## config.mk

```make
export PLATFORM = sky130hd
export DESIGN_NAME = ramport_wr_arbiter_flat
export DESIGN_NICKNAME = d
export VERILOG_FILES = /design/src/rtl/ramport_wr_arbiter_if.sv /design/src/rtl/ramport_wr_arbiter.sv /design/src/flat_wrapper.sv
export SDC_FILE = /design/constraint.sdc
export NUM_CORES = 1
export LEC_CHECK = 0
export BUFFER_PORTS_ARGS = -buffer_cell sky130_fd_sc_hd__clkbuf_2
export CAP_MARGIN = 20
export CELL_PAD_IN_SITES_DETAIL_PLACEMENT = 1
export CELL_PAD_IN_SITES_GLOBAL_PLACEMENT = 2
export CORE_ASPECT_RATIO = 2
export CORE_UTILIZATION = 35
export DETAILED_ROUTE_END_ITERATION = 8
export PLACE_DENSITY_LB_ADDON = 0.1
export SYNTH_ARGS = -nofsm -noshare
export SYNTH_HDL_FRONTEND = slang
export SYNTH_SLANG_ARGS = --single-unit
```

## constraint.sdc

```tcl
create_clock -name clk -period 4.4 [get_ports clk]
set_input_delay 0.44 -clock clk [delete_from_list [all_inputs] [get_ports clk]]
set_output_delay 0.44 -clock clk [all_outputs]
set_load 0.1 [all_outputs]
```

## src/rtl/ramport_wr_arbiter_if.sv

```systemverilog
// Requester-side bundle for the RAM write-port arbiter.
// Packed per-requester address/data lanes with a valid/ready handshake.
interface ramport_wr_arbiter_if #(
  parameter int N = 2,
  parameter int M = 4,
  parameter int R = 3
);
  logic [R-1:0]   req_valid;
  logic [R-1:0]   req_ready;
  logic [R*N-1:0] req_addr;
  logic [R*M-1:0] req_data;

  modport master (
    output req_valid,
    output req_addr,
    output req_data,
    input  req_ready
  );

  modport slave (
    input  req_valid,
    input  req_addr,
    input  req_data,
    output req_ready
  );
endinterface

```

## src/rtl/ramport_wr_arbiter.sv

```systemverilog
// Round-robin owner of the RAM sync write port (we3/a3/d3).
// Clears the whole memory after reset and on clr_req.
module ramport_wr_arbiter #(
  parameter int N  = 2,
  parameter int M  = 4,
  parameter int R  = 3,
  parameter int GW = (R > 1) ? $clog2(R) : 1
) (
  input  logic          clk,
  input  logic          rst_n,
  input  logic          clr_req,
  output logic          clr_busy,
  ramport_wr_arbiter_if.slave req,
  output logic          we3,
  output logic [N-1:0]  a3,
  output logic [M-1:0]  d3,
  output logic [GW-1:0] grant_id,
  output logic [7:0]    wr_count
);

  typedef enum logic {
    S_CLEAR = 1'b0,
    S_RUN   = 1'b1
  } state_t;

  state_t        r_state;
  logic [N-1:0]  r_clr_ptr;
  logic [GW-1:0] r_rr;

  logic          w_run;
  logic          w_found;
  logic [GW-1:0] w_gnt;
  logic [N-1:0]  w_addr;
  logic [M-1:0]  w_data;
  logic [R-1:0]  w_ready;
  logic [GW-1:0] w_rr_nxt;

  assign w_run = (r_state == S_RUN) && !clr_req;

  // First valid requester at or after the round-robin pointer.
  always_comb begin : p_arb
    int idx;
    idx     = 0;
    w_found = 1'b0;
    w_gnt   = '0;
    w_addr  = '0;
    w_data  = '0;
    for (int k = 0; k < R; k++) begin
      idx = (int'(r_rr) + k) % R;
      if (!w_found && req.req_valid[GW'(idx)]) begin
        w_found = 1'b1;
        w_gnt   = GW'(idx);
        w_addr  = req.req_addr[idx*N +: N];
        w_data  = req.req_data[idx*M +: M];
      end
    end
  end

  always_comb begin
    w_ready = '0;
    if (w_run && w_found)
      w_ready[w_gnt] = 1'b1;
  end

  assign req.req_ready = w_ready;

  assign w_rr_nxt = (w_gnt == GW'(R - 1)) ?
                    '0 : w_gnt + 1'b1;

  always_ff @(posedge clk or negedge rst_n) begin
    if (!rst_n) begin
      r_state   <= S_CLEAR;
      r_clr_ptr <= '0;
      r_rr      <= '0;
      we3       <= 1'b0;
      a3        <= '0;
      d3        <= '0;
      grant_id  <= '0;
      wr_count  <= '0;
      clr_busy  <= 1'b1;
    end else begin
      unique case (r_state)
        S_CLEAR: begin
          we3       <= 1'b1;
          a3        <= r_clr_ptr;
          d3        <= '0;
          r_clr_ptr <= r_clr_ptr + 1'b1;
          if (&r_clr_ptr) begin
            r_state  <= S_RUN;
            clr_busy <= 1'b0;
          end
        end
        S_RUN: begin
          if (clr_req) begin
            r_state   <= S_CLEAR;
            r_clr_ptr <= '0;
            clr_busy  <= 1'b1;
            we3       <= 1'b0;
          end else if (w_found) begin
            we3      <= 1'b1;
            a3       <= w_addr;
            d3       <= w_data;
            grant_id <= w_gnt;
            r_rr     <= w_rr_nxt;
            if (wr_count != 8'hFF)
              wr_count <= wr_count + 8'd1;
          end else begin
            we3 <= 1'b0;
          end
        end
        default: begin
          r_state <= S_CLEAR;
        end
      endcase
    end
  end

endmodule

```

## src/flat_wrapper.sv

```systemverilog
// flat-port wrapper written by rule: the top's interface ports become plain ports
module ramport_wr_arbiter_flat 
#(
  parameter int N  = 2,
  parameter int M  = 4,
  parameter int R  = 3,
  parameter int GW = (R > 1) ? $clog2(R) : 1
)
  (clk, rst_n, clr_req, clr_busy, we3, a3, d3, grant_id, wr_count, req_req_valid, req_req_addr, req_req_data, req_req_ready);
  ramport_wr_arbiter_if #(.N(N), .M(M), .R(R)) req_i ();
  input  logic clk;
  input  logic rst_n;
  input  logic clr_req;
  output logic clr_busy;
  output logic we3;
  output logic [N-1:0] a3;
  output logic [M-1:0] d3;
  output logic [GW-1:0] grant_id;
  output logic [7:0] wr_count;
  input wire logic [$bits(req_i.req_valid)-1:0] req_req_valid;
  input wire logic [$bits(req_i.req_addr)-1:0] req_req_addr;
  input wire logic [$bits(req_i.req_data)-1:0] req_req_data;
  output wire logic [$bits(req_i.req_ready)-1:0] req_req_ready;
  assign req_i.req_valid = req_req_valid;
  assign req_i.req_addr = req_req_addr;
  assign req_i.req_data = req_req_data;
  assign req_req_ready = req_i.req_ready;
  ramport_wr_arbiter #(.N(N), .M(M), .R(R), .GW(GW)) u_core (.clk(clk), .rst_n(rst_n), .clr_req(clr_req), .clr_busy(clr_busy), .req(req_i), .we3(we3), .a3(a3), .d3(d3), .grant_id(grant_id), .wr_count(wr_count));
endmodule
```

==> run_summary.xml, run 1 <==
<?xml version="1.0" encoding="UTF-8"?>
<metrics>
  <group name="status">
    <metric name="outcome" unit="">finished, final reports clean</metric>
  </group>
  <group name="clock_network">
    <metric name="cts_h_tree_depth" unit="">1</metric>
    <metric name="post-cts-setup-buffer-count" unit="">0</metric>
    <metric name="clock_tree.buffer_depth" unit="">2</metric>
    <metric name="ctsRootBufferMaster" unit="">clkbuf_8</metric>
    <metric name="tritoncts" unit="">built</metric>
    <metric name="clock_sinks" unit="">23</metric>
    <metric name="cts_inserted_buffers" unit="">3</metric>
    <metric name="post_cts_resize_count" unit="">0</metric>
    <metric name="path_clk_slew" unit="ns">0.08</metric>
    <metric name="cts-hold-fix-buffers" unit="">0</metric>
    <metric name="worstSkewPairLatency" unit="ns">0.26</metric>
  </group>
  <group name="critical_path">
    <metric name="timing.critical_path.slowest_stage_cell" unit="">or4_1</metric>
    <metric name="timing_worst_setup_path_type" unit="">flip-flop to primary output</metric>
    <metric name="cp.required" unit="ns">3.96</metric>
    <metric name="end_kind" unit="">primary output</metric>
    <metric name="timing.critical_path.cells" unit="">inv_1 -&gt; ha_1 -&gt; nand2b_1 -&gt; and3_1 -&gt; or4_1 -&gt; nor3b_2 -&gt; clkbuf_2</metric>
    <metric name="critPathArrivalTime" unit="ns">3.25</metric>
    <metric name="critical_path.startpoint_type" unit="">flip-flop</metric>
    <metric name="path_max_fanout" unit="">13</metric>
    <metric name="worst_path_largest_cell_delay" unit="ns">0.63</metric>
    <metric name="critPathBufInv" unit="">2</metric>
    <metric name="regToRegSetupSlack" unit="ns">1.23</metric>
    <metric name="critical_path.top_delay_family" unit="">simple AND/OR/NAND/NOR gates</metric>
  </group>
  <group name="power_and_ir_drop">
    <metric name="finalPower" unit="W">0.00183</metric>
    <metric name="cell_internal_pwr" unit="W">0.000762</metric>
    <metric name="cellPowerDensity" unit="mW/mm^2">823</metric>
    <metric name="switchingPower" unit="W">0.00107</metric>
    <metric name="share_clk_of_total_power" unit="">0.071</metric>
    <metric name="p_leak" unit="nW">1.06</metric>
    <metric name="p_sw_frac" unit="">0.584</metric>
    <metric name="peakVddDrop" unit="uV">523</metric>
    <metric name="seq_power_share" unit="">0.194</metric>
    <metric name="combinational_cell_fraction_of_total_power" unit="">0.734</metric>
  </group>
  <group name="placement">
    <metric name="place_congestion" unit="">0.707</metric>
    <metric name="dp.final_hpwl" unit="um">4160</metric>
    <metric name="io_buffer_count" unit="">44</metric>
    <metric name="post-place-cells" unit="">308</metric>
    <metric name="placed_area" unit="mm^2">0.00218</metric>
  </group>
  <group name="yosys">
    <metric name="synth_compound_gate_area_share" unit="">0.225</metric>
    <metric name="synth_top_flop_cell" unit="">dfrtp_1</metric>
    <metric name="edff_count_synth" unit="">0</metric>
    <metric name="post_synth_xor_area_fraction" unit="">0.0227</metric>
    <metric name="post_synth_and_or_nand_nor_area_fraction" unit="">0.196</metric>
    <metric name="yosys-mux-area-fraction" unit="">0.132</metric>
    <metric name="mappedNetlistNets" unit="">249</metric>
    <metric name="syn-mean-instance-area" unit="um^2">8.97</metric>
    <metric name="yosysUniqueCellTypes" unit="">58</metric>
    <metric name="synth-async-reset-ratio" unit="">1.00</metric>
    <metric name="post_synth_main_area_contributors" unit="">dfrtp_1 29%, mux2i_1 11%, ha_1 6.5%</metric>
    <metric name="yosysSeqAreaShare" unit="">0.299</metric>
    <metric name="synth_area" unit="mm^2">0.00193</metric>
    <metric name="synth_top_area_frac" unit="">0.285</metric>
    <metric name="synth_top_family_by_area" unit="">compound AO/OA/AOI/OAI gates</metric>
    <metric name="synthesis.instances" unit="">215</metric>
    <metric name="yosys.area.top_type" unit="">dfrtp_1</metric>
    <metric name="yosys.area_share.adder" unit="">0.0649</metric>
    <metric name="synth.yosys.warnings" unit="">0</metric>
    <metric name="ys_seq_elements" unit="">23</metric>
  </group>
  <group name="timing">
    <metric name="max-slew-margin-rel" unit="">0.542</metric>
    <metric name="final.setup_skew" unit="ns">0.00129</metric>
    <metric name="final-setup-viol-count" unit="">0</metric>
    <metric name="timing.final.crit_share" unit="">0.838</metric>
    <metric name="time_the_worst_path_needs_with_i_o_delays_and_setup" unit="ns">3.69</metric>
    <metric name="grt_setup_unrepaired" unit="">no</metric>
    <metric name="number_of_endpoints_with_negative_hold_slack_in_the_final_report" unit="">0</metric>
    <metric name="max_freq" unit="MHz">271</metric>
    <metric name="setup_tns" unit="ns">0</metric>
    <metric name="worst_pin_slew" unit="ns">0.681</metric>
    <metric name="slew_violations" unit="">0</metric>
  </group>
  <group name="global_routing">
    <metric name="first_global_vias" unit="">1774</metric>
    <metric name="global_route_wire_length_before_repair" unit="um">8510</metric>
    <metric name="antenna_violations_before_repair" unit="">0</metric>
    <metric name="maximum_number_of_pins_on_one_net_before_global_route_repair" unit="">24</metric>
    <metric name="grtUsageTotal" unit="">0.196</metric>
    <metric name="gr-total-overflow" unit="">0</metric>
  </group>
  <group name="detailed_routing">
    <metric name="detail_route.wirelength" unit="um">5130</metric>
    <metric name="detail_route.wl_per_cell" unit="um">16.4</metric>
    <metric name="route.detailed.vias_per_inst" unit="">5.67</metric>
    <metric name="drt_drc_violations_left" unit="">0</metric>
    <metric name="vias" unit="">1768</metric>
    <metric name="initial_drt_markers" unit="">24</metric>
    <metric name="drt_pass1_iterations" unit="">3</metric>
    <metric name="route.antenna.remaining_nets" unit="">0</metric>
  </group>
  <group name="floorplanning">
    <metric name="placeableCoreArea" unit="mm^2">0.00523</metric>
    <metric name="die-height" unit="um">107</metric>
    <metric name="row_count" unit="">37</metric>
    <metric name="start_util" unit="">0.369</metric>
    <metric name="die_w" unit="um">54.5</metric>
    <metric name="die_area" unit="mm^2">0.00583</metric>
    <metric name="num_io_pins" unit="">45</metric>
  </group>
  <group name="finish">
    <metric name="antenna_cells_inserted" unit="">0</metric>
    <metric name="fillerInstances" unit="">648</metric>
    <metric name="layout-drive-gt1-share" unit="">0.256</metric>
    <metric name="layout.cells.most_common" unit="">clkbuf_2</metric>
    <metric name="area.sequential" unit="um^2">577</metric>
    <metric name="finish.cell_count_without_fillers" unit="">312</metric>
    <metric name="post-route-cell-area" unit="mm^2">0.00223</metric>
    <metric name="final_nets" unit="">289</metric>
    <metric name="multi_input_comb_area" unit="mm^2">0.00124</metric>
    <metric name="commonest_cells_after_routing_fill_and_taps_aside" unit="">44 x clkbuf_2, 22 x mux2i_1, 22 x dfrtp_1, 21 x nand2_1, 20 x o21ai_0</metric>
    <metric name="area_growth_syn_to_layout" unit="%">15.5</metric>
  </group>
  <group name="min_path">
    <metric name="hold_path_class" unit="">primary input to async pin</metric>
  </group>
  <group name="flow_run">
    <metric name="cap_violations" unit="">0</metric>
  </group>
</metrics>
==> cell families after synthesis <==
kind of cell | count (synthesis)
buffers and inverters | 23
XOR/XNOR | 5
AO/OA/AOI/OAI | 63
adder cells (fa/ha/maj) | 10
AND/OR/NAND/NOR | 66
flip-flops | 23
multiplexers | 25
==> power groups by stage <==
stage                     registers, W  clock network, W  logic (W)
final                         0.000356          0.000130    0.00135
after CTS                     0.000357          0.000137    0.00136
after detailed placement      0.000361                 0    0.00136
after global placement        0.000358                 0    0.00135
after global routing          0.000371          0.000143    0.00146
after floorplan               0.000697                 0   0.000763
==> sequential cells by signal, summed over array words and instances, names as in the netlist <==
name,count
u_core.a3,2
u_core.wr_count,8
u_core.d3,4
u_core.r_rr,2
u_core.grant_id,2
u_core.r_state,1
u_core.r_clr_ptr,2
u_core.clr_busy,1
u_core.we3,1
==> cells in the mapped netlist (all sizes together) (5+ instances only) <==
| cell type | number |
|---|---|
| a21oi | 7 |
| a31oi | 5 |
| buf | 9 |
| clkbuf | 5 |
| dfrtp | 22 |
| ha | 10 |
| inv | 9 |
| mux2i | 22 |
| nand2 | 21 |
| nor2 | 11 |
| nor2b | 5 |
| o21ai | 25 |
| xor2 | 5 |
==> layout make-up <==
class,instances,area share
Timing Repair Buffer,49,0.116
Inverter,9,0.0152
Clock buffer,3,0.0185
Tap cell,58,0.0326
Sequential cell,23,0.259
Clock inverter,1,0.00225
Multi-Input combinational cell,169,0.557
==> metal layers <==
metal | track usage | wire [um]
met5 | 0 | 0
met4 | 0.0604 | 72
met3 | 0.00567 | 94
met2 | 0.372 | 2940
met1 | 0.218 | 2020
==> metrics by stage <==
| stage | setup slack (ns) | utilization | hold slack (ns) |
|---|---|---|---|
| 3_3_place_gp | 1.09 | 0.417 | 0.465 |
| 6_report | 0.714 | 0.426 | 0.159 |
| 3_5_place_dp | 0.994 | 0.417 | 0.465 |
| 2_1_floorplan | 0.679 | - | 0.144 |
| 4_1_cts | 0.677 | 0.426 | 0.167 |
| 5_1_grt | 0.451 | 0.426 | 0.201 |
==> path summary, 6_finish.rpt <==
check	start	endpoint	cells after the start
min	rst_n	u_core.wr_count[7]$_DFFE_PN0P_	1
max reg2reg	u_core.r_rr[1]$_DFFE_PN0P_	u_core.wr_count[7]$_DFFE_PN0P_	8
max in group asynchronous	rst_n	u_core.r_clr_ptr[0]$_DFFE_PN0P_	1
min reg2reg	u_core.grant_id[1]$_DFFE_PN0P_	u_core.grant_id[1]$_DFFE_PN0P_	1
min in group clk	clr_req	u_core.clr_busy$_DFFE_PN1P_	3
max	u_core.r_rr[1]$_DFFE_PN0P_	req_req_ready[2]	7
(Power assumes the default switching activity.)
==> run 2, diff against run 1 <==
--- a/config.mk
+++ b/config.mk
@@ -10,7 +10,7 @@
 export CELL_PAD_IN_SITES_DETAIL_PLACEMENT = 1
 export CELL_PAD_IN_SITES_GLOBAL_PLACEMENT = 2
 export CORE_ASPECT_RATIO = 2
-export CORE_UTILIZATION = 35
+export CORE_UTILIZATION = 29
 export DETAILED_ROUTE_END_ITERATION = 8
 export PLACE_DENSITY_LB_ADDON = 0.1
 export SYNTH_ARGS = -nofsm -noshare
==> constraint.sdc (replaced) <==
create_clock -name clk -period 3.1 [get_ports clk]
set_input_delay 0.31 -clock clk [delete_from_list [all_inputs] [get_ports clk]]
set_output_delay 0.31 -clock clk [all_outputs]
set_load 0.1 [all_outputs]
==> run 2 against run 1 <==
Global-route usage is 2.6 points lower. Utilization is 5.0 points lower. Critical path type unchanged. First-iteration DRC count is 13% higher. Via count is 1.5% lower. Largest power group unchanged. Sequential share of layout area is 1.8 points lower. Sequential power is 40% higher.
==> run_summary.xml, run 2 (synthesis results as in run 1) <==
<?xml version="1.0" encoding="UTF-8"?>
<metrics>
  <group name="clock_network">
    <metric name="cts_inserted_buffers" unit="">3</metric>
    <metric name="post-cts-setup-buffer-count" unit="">0</metric>
    <metric name="worstSkewPairLatency" unit="ns">0.26</metric>
    <metric name="path_clk_slew" unit="ns">0.06</metric>
    <metric name="clock_tree.buffer_depth" unit="">2</metric>
    <metric name="clock_sinks" unit="">23</metric>
    <metric name="cts_h_tree_depth" unit="">1</metric>
    <metric name="tritoncts" unit="">built</metric>
    <metric name="ctsRootBufferMaster" unit="">clkbuf_16</metric>
  </group>
  <group name="timing">
    <metric name="layout_setup_ws" unit="ns">0.149</metric>
    <metric name="number_of_endpoints_with_negative_hold_slack_in_the_final_report" unit="">0</metric>
    <metric name="final-setup-viol-count" unit="">0</metric>
    <metric name="time_the_worst_path_needs_with_i_o_delays_and_setup" unit="ns">2.95</metric>
    <metric name="final.setup_skew" unit="ns">0.00152</metric>
    <metric name="max-slew-margin-rel" unit="">0.440</metric>
    <metric name="slew_violations" unit="">0</metric>
    <metric name="timing.final.crit_share" unit="">0.952</metric>
    <metric name="timing.hold.ws" unit="ns">0.0503</metric>
    <metric name="worst_pin_slew" unit="ns">0.832</metric>
    <metric name="max_freq" unit="MHz">339</metric>
  </group>
  <group name="floorplanning">
    <metric name="row_count" unit="">41</metric>
    <metric name="die-height" unit="um">117</metric>
    <metric name="start_util" unit="">0.303</metric>
    <metric name="num_io_pins" unit="">45</metric>
    <metric name="die_area" unit="mm^2">0.00700</metric>
    <metric name="placeableCoreArea" unit="mm^2">0.00636</metric>
    <metric name="die_w" unit="um">59.7</metric>
  </group>
  <group name="critical_path">
    <metric name="timing_worst_setup_path_type" unit="">flip-flop to primary output</metric>
    <metric name="critPathArrivalTime" unit="ns">2.64</metric>
    <metric name="timing.critical_path.slowest_stage_cell" unit="">or4_4</metric>
    <metric name="timing.critical_path.cells" unit="">inv_1 -&gt; ha_1 -&gt; nand2b_1 -&gt; and3_1 -&gt; or4_4 -&gt; nor3b_4 -&gt; buf_12</metric>
    <metric name="critical_path.reg2reg.startpoint" unit="">u_core.r_rr[0]$_DFFE_PN0P_</metric>
    <metric name="worst_path_largest_cell_delay" unit="ns">0.59</metric>
    <metric name="reg2reg_depth" unit="">8</metric>
    <metric name="end_kind" unit="">primary output</metric>
    <metric name="r2r-end" unit="">u_core.wr_count[1]$_DFFE_PN0P_</metric>
    <metric name="cp.required" unit="ns">2.79</metric>
    <metric name="critical_path.startpoint_type" unit="">flip-flop</metric>
    <metric name="path_max_fanout" unit="">10</metric>
    <metric name="regToRegSetupSlack" unit="ns">0.42</metric>
  </group>
  <group name="global_routing">
    <metric name="globalRoute.busiestLayer" unit="">met2</metric>
    <metric name="global_route.usage.met1" unit="">0.171</metric>
    <metric name="grtUsageTotal" unit="">0.171</metric>
    <metric name="antenna_violations_before_repair" unit="">0</metric>
    <metric name="first_global_vias" unit="">1825</metric>
    <metric name="gr-total-overflow" unit="">0</metric>
    <metric name="grt_util_met2" unit="">0.340</metric>
    <metric name="gr-usage-met3" unit="">0.0165</metric>
    <metric name="maximum_number_of_pins_on_one_net_before_global_route_repair" unit="">32</metric>
    <metric name="global_route_wire_length_before_repair" unit="um">9160</metric>
  </group>
  <group name="detailed_routing">
    <metric name="detail_route.wirelength" unit="um">5580</metric>
    <metric name="drt_pass1_iterations" unit="">4</metric>
    <metric name="initial_drt_markers" unit="">27</metric>
    <metric name="detail_route.wl_per_cell" unit="um">16.2</metric>
    <metric name="route.detailed.vias_per_inst" unit="">5.06</metric>
    <metric name="vias" unit="">1741</metric>
    <metric name="route.antenna.remaining_nets" unit="">0</metric>
    <metric name="drt_drc_violations_left" unit="">0</metric>
  </group>
  <group name="finish">
    <metric name="commonest_cells_after_routing_fill_and_taps_aside" unit="">41 x clkbuf_2, 22 x mux2i_1, 22 x dfrtp_1, 21 x nand2_1, 19 x o21ai_0</metric>
    <metric name="antenna_cells_inserted" unit="">0</metric>
    <metric name="area_growth_syn_to_layout" unit="%">24.0</metric>
    <metric name="max_flop_register" unit="">u_core.wr_count</metric>
    <metric name="finish.cell_count_without_fillers" unit="">344</metric>
    <metric name="leading_registers_by_flop_count" unit="">u_core.wr_count: 8 flops, u_core.d3: 4 flops</metric>
    <metric name="fillerInstances" unit="">805</metric>
    <metric name="final_nets" unit="">293</metric>
    <metric name="layout.cells.most_common" unit="">clkbuf_2</metric>
    <metric name="flip_flop_count_of_the_largest_register_after_layout" unit="">8</metric>
    <metric name="layout-drive-gt1-share" unit="">0.275</metric>
  </group>
  <group name="power_and_ir_drop">
    <metric name="finalPower" unit="W">0.00281</metric>
    <metric name="cellPowerDensity" unit="mW/mm^2">1170</metric>
    <metric name="peakVddDrop" unit="uV">331</metric>
    <metric name="p_leak" unit="nW">1.12</metric>
  </group>
  <group name="flow_run">
    <metric name="cap_violations" unit="">0</metric>
  </group>
  <group name="status">
    <metric name="outcome" unit="">finished, final reports clean</metric>
  </group>
  <group name="placement">
    <metric name="preCtsSetupSlack" unit="ns">0.247</metric>
    <metric name="io_buffer_count" unit="">44</metric>
    <metric name="post-place-cells" unit="">340</metric>
    <metric name="dp.final_hpwl" unit="um">4550</metric>
    <metric name="place_congestion" unit="">0.772</metric>
  </group>
  <group name="min_path">
    <metric name="hold_path_class" unit="">primary input to async pin</metric>
  </group>
</metrics>
## run 2: final cells by class
type,instances,area (um^2),area share
inverter,9,33.8,0.0141
tap,86,108,0.0450
timing repair buffer,53,340,0.142
clock buffer,3,75.1,0.0314
clock inverter,1,5.00,0.00209
sequential,23,577,0.241
multi-input combinational,169,1250,0.524
## run 2: stage by stage
step                      utilization  TNS (ns)  area [um^2]
after CTS                       0.375         0         2380
after detailed placement        0.362         0         2300
after global routing            0.376  -0.00333         2390
after global placement          0.362         0         2300
final                           0.376         0         2390
after floorplan                     -         0         1940
## run 2: worst max-delay path, delay by kind of cell (launching register included)
family                   cells  cell delay [ns]
adder cells (fa/ha/maj)      1             0.43
buffers and inverters        2             0.33
flip-flops                   1             0.43
AND/OR/NAND/NOR              4             1.20
## run 2: worst max-delay path by stage
| stage | end | from |
|---|---|---|
| floorplan | req_req_ready[1] | u_core.r_rr[1]$_DFFE_PN0P_ |
| global placement | u_core.wr_count[1]$_DFFE_PN0P_ | u_core.r_rr[0]$_DFFE_PN0P_ |
| detailed placement | u_core.wr_count[1]$_DFFE_PN0P_ | u_core.r_rr[0]$_DFFE_PN0P_ |
| CTS | req_req_ready[2] | u_core.r_rr[0]$_DFFE_PN0P_ |
| global route | req_req_ready[2] | u_core.r_rr[0]$_DFFE_PN0P_ |
| finish | req_req_ready[2] | u_core.r_rr[0]$_DFFE_PN0P_ |
## run 2: timing repair
action,CTS,global route
gates cloned,0,0
resized for setup,1,3
setup endpoints to repair,1,2
pin swaps,0,0
hold buffers,0,0
## run 2: where the power goes
group	internal [W]	switching, W	total (W)
Combinational	0.000653	0.00137	0.00202
Sequential	0.000406	0.0000939	0.000500
Clock	0.000174	0.000113	0.000287
## run 2: per-layer routing
layer / share of wire / wire length (um) / up-vias
met3: 0.022 / 122 / 4
met2: 0.61 / 3400 / 33
li1: - / - / 872
met4: 0.0084 / 47 / 0
met1: 0.36 / 2010 / 832
met5: 0 / 0 / -
